$ cat config.mk
export PLATFORM = sky130hd
export DESIGN_NAME = warp_scheduler
export DESIGN_NICKNAME = d
export VERILOG_FILES = /design/src/rtl/warp_scheduler.sv
export SDC_FILE = /design/constraint.sdc
export NUM_CORES = 1
export LEC_CHECK = 0
export BUFFER_PORTS_ARGS = -buffer_cell sky130_fd_sc_hd__buf_2
export CORE_MARGIN = 5
export CORE_UTILIZATION = 47
export DETAILED_ROUTE_END_ITERATION = 10
export GPL_TIMING_DRIVEN = 0
export MAX_ROUTING_LAYER = met4
export PLACE_DENSITY_LB_ADDON = 0.3
export SETUP_SLACK_MARGIN = 0.05
export SYNTH_ARGS = -nofsm -noshare
export SYNTH_HDL_FRONTEND = slang
export SYNTH_SLANG_ARGS = --single-unit
$ cat constraint.sdc
create_clock -name clk -period 2 [get_ports clk]
set_input_delay 0.3 -clock clk [delete_from_list [all_inputs] [get_ports clk]]
set_output_delay 0.3 -clock clk [all_outputs]
set_load 0.02 [all_outputs]
$ cat src/rtl/warp_scheduler.sv
// Round-robin warp scheduler: picks an unfinished warp, steps it through one
// instruction (FETCH..UPDATE), then yields to the next unfinished warp.
package warp_scheduler_pkg;
  typedef enum logic [2:0] {
    WARP_IDLE, WARP_FETCH, WARP_DECODE, WARP_REQUEST, WARP_WAIT, WARP_EXECUTE, WARP_UPDATE
  } warp_state_t;
endpackage

// state    | meaning
// S_IDLE   | waiting for first start
// S_SELECT | one-cycle round-robin scan for an unfinished warp
// S_RUN    | active warp stepping through warp_state phases
// S_DONE   | every launched warp retired; waiting for start
module warp_scheduler
  import warp_scheduler_pkg::*;
#(
  parameter int NUM_WARPS = 4,
  parameter int WARP_W    = (NUM_WARPS > 1) ? $clog2(NUM_WARPS) : 1
) (
  input  logic                 clk,
  input  logic                 reset,
  input  logic                 start,
  input  logic [WARP_W:0]      num_warps_active,
  input  logic                 fetch_done,
  input  logic                 decoded_mem_access,
  input  logic                 decoded_ret,
  input  logic                 lsu_done,
  output logic [NUM_WARPS-1:0] warp_enable,
  output logic [WARP_W-1:0]    active_warp,
  output warp_state_t          warp_state,
  output logic [NUM_WARPS-1:0] warps_finished,
  output logic [31:0]          retired_count,
  output logic                 done
);

  typedef enum logic [1:0] {S_IDLE, S_SELECT, S_RUN, S_DONE} top_t;

  top_t                 top;
  logic [WARP_W-1:0]    rr_ptr;
  logic [WARP_W-1:0]    sel_slot;
  logic [WARP_W-1:0]    scan_idx;
  logic                 sel_found;
  logic [NUM_WARPS-1:0] launch_mask;
  logic [NUM_WARPS-1:0] sel_onehot;
  int                   n_launch;

  // Scan starts just past the last warp that ran, so every warp gets a turn.
  always_comb begin
    sel_found  = 1'b0;
    sel_slot   = '0;
    scan_idx   = '0;
    sel_onehot = '0;
    for (int i = 1; i <= NUM_WARPS; i++) begin
      scan_idx = WARP_W'((int'(rr_ptr) + i) % NUM_WARPS);
      if (!sel_found && !warps_finished[scan_idx]) begin
        sel_found = 1'b1;
        sel_slot  = scan_idx;
      end
    end
    sel_onehot[sel_slot] = 1'b1;
  end

  always_comb begin
    launch_mask = '0;
    n_launch    = int'(num_warps_active);
    if (n_launch > NUM_WARPS) n_launch = NUM_WARPS;
    for (int i = 0; i < NUM_WARPS; i++) launch_mask[i] = (i < n_launch);
  end

  always_ff @(posedge clk) begin
    if (reset) begin
      top            <= S_IDLE;
      warp_state     <= WARP_IDLE;
      warp_enable    <= '0;
      active_warp    <= '0;
      warps_finished <= '0;
      retired_count  <= '0;
      done           <= 1'b0;
      rr_ptr         <= WARP_W'(NUM_WARPS - 1);
    end else begin
      case (top)
        S_IDLE, S_DONE: begin
          if (start) begin
            top            <= S_SELECT;
            warps_finished <= ~launch_mask;
            retired_count  <= '0;
            done           <= 1'b0;
            rr_ptr         <= WARP_W'(NUM_WARPS - 1);
          end
        end
        S_SELECT: begin
          if (sel_found) begin
            top         <= S_RUN;
            active_warp <= sel_slot;
            rr_ptr      <= sel_slot;
            warp_enable <= sel_onehot;
            warp_state  <= WARP_FETCH;
          end else begin
            top  <= S_DONE;
            done <= 1'b1;
          end
        end
        S_RUN: begin
          case (warp_state)
            WARP_FETCH:   if (fetch_done) warp_state <= WARP_DECODE;
            WARP_DECODE:  warp_state <= WARP_REQUEST;
            WARP_REQUEST: warp_state <= decoded_mem_access ? WARP_WAIT : WARP_EXECUTE;
            WARP_WAIT:    if (lsu_done) warp_state <= WARP_UPDATE;
            WARP_EXECUTE: warp_state <= WARP_UPDATE;
            WARP_UPDATE: begin
              retired_count <= retired_count + 32'd1;
              if (decoded_ret) warps_finished[active_warp] <= 1'b1;
              top         <= S_SELECT;
              warp_state  <= WARP_IDLE;
              warp_enable <= '0;
            end
            default: begin
              top         <= S_SELECT;
              warp_state  <= WARP_IDLE;
              warp_enable <= '0;
            end
          endcase
        end
        default: top <= S_IDLE;
      endcase
    end
  end

endmodule

[After elaboration in Yosys (flattened, before gate mapping)]
Index checks and enable logic that the tools add are counted.
Operators by class
  $lt $le $gt $ge: 13
  muxes and demuxes: 47
  equality and inequality tests: 17
  bitwise gates (word level): 2
  $add $sub $neg: 5
  reductions and logical operators: 24
Operator list (number)
  less-than comparator 3 x 32 -> 1 bit (first input constant): 2
  2-to-1 mux 32 bit: 2
  case mux 32 bit (2 select lines): 1
  adder 32 x 1 -> 32 bit (second input constant): 1
  less-than comparator 1 x 32 -> 1 bit (first input constant): 1
  less-than comparator 2 x 32 -> 1 bit (first input constant): 1
  2-to-1 mux 4 bit: 5
  less-than comparator 2 x 3 -> 1 bit (second input constant): 6
  2-to-1 mux 2 bit: 8
  case mux 4 bit (2 select lines): 2
  case mux 3 bit (5 select lines): 1
  2-to-1 mux 1 bit: 14
  2-to-1 mux 3 bit: 4
  != test 2 bit (second input constant): 6
  AND reduction 3 bit: 4
  equality test 3 bit (second input constant): 3
  binary-select mux 1 bit (select 2 bit): 4
  AND reduction 4 bit: 2
  equality test 3 x 2 -> 1 bit (second input constant): 2
  != test 3 bit (second input constant): 2
  case mux 2 bit (3 select lines): 1
  case mux 3 bit (2 select lines): 1
  nonzero test 2 bit: 3
  logical AND 1 bit: 5
  other kinds (17): 27
Storage, ports and cells
  logic and storage cells: 116
  output and inout bits: 46
  bits of input ports: 10
  flip-flop bits (word level): 50

[Logic depth before layout (Yosys ltp)]
  depth in word-level cells: 18
  gate-level depth with buffers: 9
  mapped depth without buffers: 7

[Worst setup path after synthesis]
Ideal clock, no wire load.
  kind: register to register
  start: register top[0]
  end: register retired_count[29]
  buffers on the path: 1
  data required time: 1.930 ns
  clock period less this slack: 1.907 ns
  cell stages (with the launch flop): 9
  slack: 0.093 ns
  library setup time: 0.070 ns
  arrival time: 1.837 ns
  cells stage by stage: dfxtp_1 inv_1 ha_1 mux2i_1 a21oi_2 buf_6 nand4_1 or3_1 a21oi_1
Between the ends
  cells in the longest elaborated chain, start to end: 4
  elaborated cells on any way between the ends: 9
  those cells by class: eq/ne: 4; mux: 1; reduce/logical: 4
RTL lines
  start, declared: RTL line 38  | top_t top;
  start signal, assigned: RTL line 72  | top <= S_IDLE;
  start signal, assigned: RTL line 84  | top <= S_SELECT;
  start signal, assigned: RTL line 93  | top <= S_RUN;
  equality test 2 bit / logical NOT 2 bit (equally long branches): RTL line 81  | case (top)
  OR reduction 2 bit: RTL line 81
  != test 2 bit (no line) / nonzero test 2 bit (equally long branches)
  AND reduction 3 bit (no line)
  end signal, assigned: RTL line 111  | retired_count <= retired_count + 32'd1;
  end, declared: RTL line 32  | output logic [31:0] retired_count,
Parallel ways exist; a longest one is shown, timed or not.
A chain may end at the register's enable or synchronous reset.

[Final worst setup path]
  start: register top[0]
  end: register retired_count[30]
Same word-level chain as after synthesis.

==> results.txt <==
worst flop-to-flop path startpoint -> top[0]
layout cell share with drive strength beyond 1 -> 26.37%
status -> completed
ys async rst share -> 0%
WP data required -> 2.24 ns
clk sinks -> 50
r2r worst-path depth -> 8
Residual DRC -> 0
register area share after synthesis -> 39.78%
CP Launch Point -> top[0]
crit path max fanout -> 8
sequential fraction of design power -> 46.1%
CTS tree -> built
total grt overflow -> 0
GP Congestion -> 0.8681
die area -> 0.006916 mm^2
setup violators final -> 0
syn_nets -> 307
# H-tree levels -> 2
critical path arrival -> 2.14 ns
Yosys reg bits -> 50
CP peak stage delay -> 0.42 ns
Net Sw Frac -> 30.86%
Logic pwr share -> 24.1%
core area -> 0.005140 mm^2
Clk Tree Root Cell -> clkbuf_8
Yosys warnings -> 0
vias in the first global route -> 2145
Slew HR -> 69.73%
Slew @ Worst Pin -> 0.4532 ns
post-route minimum period -> 1.898 ns
crit start category -> flop
Netlist cell types -> 49
total number of vias -> 2326
peak supply drop -> 0.0005251 V
Finished Layout Cells -> 434
Clk pwr share -> 29.9%
ant diodes -> 0
power per cell area -> 778.5 mW/mm^2
RSZ-0062 raised after global routing -> yes
R2R Setup Slk -> 0.10 ns
WL/cell -> 13.47 um
TritonRoute pass-1 iters -> 4
ordered cell list for the critical path -> inv_2 -> ha_4 -> mux2i_2 -> a21oi_2 -> buf_4 -> nand4_4 -> or4_1 -> a21oi_1
port bufs -> 54
clk slew on worst S/H paths -> 0.09 ns
Int Power -> 1660 uW
final core occ -> 60.00%
Area Overhead vs Synth -> 22.58%
dpl cells -> 417
Worst Slack Setup Final -> 0.1018 ns
Place WS -> -0.1257 ns
nets@finish -> 377
Post-Syn Instances -> 293
slowest stage cell, crit path -> or4_1
Most used DFF post-synth -> dfxtp_1
Max-Cap Viols -> 0
CTS buffer count -> 5
largest net degree at the start of global routing -> 16
number of flops mapped to enable cells by yosys -> 0
first-pass GRT wire length -> 9.791 mm
die width -> 83.17 um
P_sw -> 740.9 uW
final WL -> 5.847 mm
post-DP HPWL -> 4.254 mm
Starting Density -> 48.95%
Hold Vio Cnt, Final -> 0
Clock Tree Buf Depth -> 2
Syn Area/Cell -> 8.588 um^2
GRT Resource Usage Total -> 17.17%
leak pwr -> 0.001318 uW
DR vias/cell -> 5.359
CP endpoint -> retired_count[30]
hold depth -> 2
Hold WS -> 0.3538 ns
Slew Limit Fails -> 0
CP Capture Type -> flop
hold buffers post-CTS -> 0
RR Endpoint -> retired_count[30]
Fmax achieved -> 526.8 MHz
initial antenna violation count -> 0
Setup Skew -> 0.004804 ns
die span in y -> 83.17 um
Synth Cell Area -> 0.002516 mm^2
clock latency on the worst-skew pair -> 0.30 ns
num ports -> 56
crit share post-route -> 94.91%
worst min path class -> in -> reg
DR iter-0 viols -> 103
Setup CP Type -> reg -> reg
antenna-violating nets left -> 0
FP Rows -> 26
==> critical path, delay by kind of cell (launching register included) <==
| family | cells | cell delay (ns) |
|---|---|---|
| adders and majority gates | 1 | 0.25 |
| muxes | 1 | 0.16 |
| and+or+nand+nor | 2 | 0.54 |
| AOI/OAI and AO/OA | 2 | 0.30 |
| buffers and inverters | 2 | 0.22 |
| DFF | 1 | 0.35 |
==> metrics by stage <==
step	power (uW)	instance area (um^2)	setup TNS [ns]
5_1_grt	2521	3084	-0.05028
4_1_cts	2380	3020	0
3_5_place_dp	1645	2874	-1.220
6_report	2401	3084	0
2_1_floorplan	1507	2516	0
3_3_place_gp	1632	2874	-0.5809
==> area by class of cell <==
class                           instances  area [um^2]
Buffer                                 13        68.82
Clock buffer                            6        72.57
Clock inverter                          2        37.54
Fill cell                             498         2056
Inverter                                6        22.52
Multi-Input combinational cell        224         1454
Sequential cell                        50         1003
Tap cell                               70        87.58
Timing Repair Buffer                   63        337.8
==> how the worst min path moves through the flow <==
stage                         from        endpoint
floorplan                   top[1]          top[1]
global placement    warp_enable[1]  warp_enable[1]
detailed placement  warp_enable[1]  warp_enable[1]
CTS                          reset          top[0]
global route                 reset          top[0]
finish                       reset          top[0]
==> logic make-up after synthesis <==
kind of cell    after synthesis  share of synthesized area (%)
compound gates               55                          13.48
xor+xnor                     22                          7.658
fa+ha+maj                     4                          1.989
buf+inv                      19                          3.381
flops                        50                          39.78
mux                           6                          2.437
simple gates                137                          31.28
==> synth_stat cells, types with 2 or more instances <==
library cell,count,share of area (%)
or2_2,3,0.75
nor3b_1,5,1.5
ha_1,4,2.0
xor2_1,16,5.6
nand2b_1,6,1.5
nor3_4,2,1.3
mux2i_1,5,2.0
a22o_1,2,0.70
a211oi_1,3,0.90
a22oi_1,2,0.60
o21a_1,2,0.60
o31ai_1,4,1.2
nor3_1,6,1.2
nand3b_1,2,0.60
nand4_1,11,2.7
clkbuf_1,8,1.2
a21oi_1,19,3.8
xnor2_1,6,2.1
or3_1,8,2.0
nand4_4,3,2.5
nand2_1,21,3.1
inv_1,6,0.90
or4_1,2,0.60
buf_2,2,0.40
o21ai_0,14,2.8
nor2_1,37,5.5
dfxtp_1,50,40
and3_1,4,0.99
and2_1,6,1.5
nand3_1,11,2.2
and4_1,5,1.7
==> layout by cell type, fill, tap and decap left out, drive strengths merged, types with 2 or more instances in the layout <==
| cell | instances |
|---|---|
| or3 | 8 |
| nor3 | 8 |
| a211oi | 3 |
| ha | 4 |
| o31ai | 4 |
| buf | 67 |
| inv | 6 |
| nand4 | 14 |
| nand2 | 21 |
| o21a | 2 |
| nand3 | 12 |
| and4 | 5 |
| or2 | 3 |
| a22o | 2 |
| nor2 | 37 |
| clkbuf | 15 |
| mux2i | 5 |
| o21ai | 14 |
| nor3b | 5 |
| or4 | 2 |
| xnor2 | 6 |
| a22oi | 2 |
| xor2 | 16 |
| dfxtp | 50 |
| and3 | 5 |
| nand3b | 2 |
| and2 | 6 |
| a21oi | 20 |
| nand2b | 6 |
==> power by group through the flow <==
stage | logic, uW | registers [uW] | clock network (uW)
finish | 578 | 1110 | 717
floorplan | 353 | 1150 | 0
global placement | 512 | 1120 | 0
global route | 634 | 1110 | 772
CTS | 546 | 1100 | 733
detailed placement | 521 | 1120 | 0
==> what timing repair did <==
item                                    CTS  global route
pin swaps                                 1             1
endpoints found under the setup margin   31            32
cloned                                    0             0
buffers inserted                          3             6
gates resized for setup                   2            11
==> per-layer routing <==
layer / up-vias / global-route usage (%) / part of all wire, %
li1: 1191 / - / -
met1: 1075 / 22.32 / 48
met2: 54 / 26.75 / 47
met3: 6 / 4.356 / 4.8
met4: 0 / 4.309 / 0.96
met5: - / - / 0
==> sequential cells by signal, indices dropped and copies added, names as in the netlist <==
| name | cells |
|---|---|
| active_warp | 2 |
| warp_enable | 4 |
| rr_ptr | 2 |
| done | 1 |
| retired_count | 32 |
| warp_state | 3 |
| top | 2 |
| warps_finished | 4 |
Power figures use the tool's default switching activity.
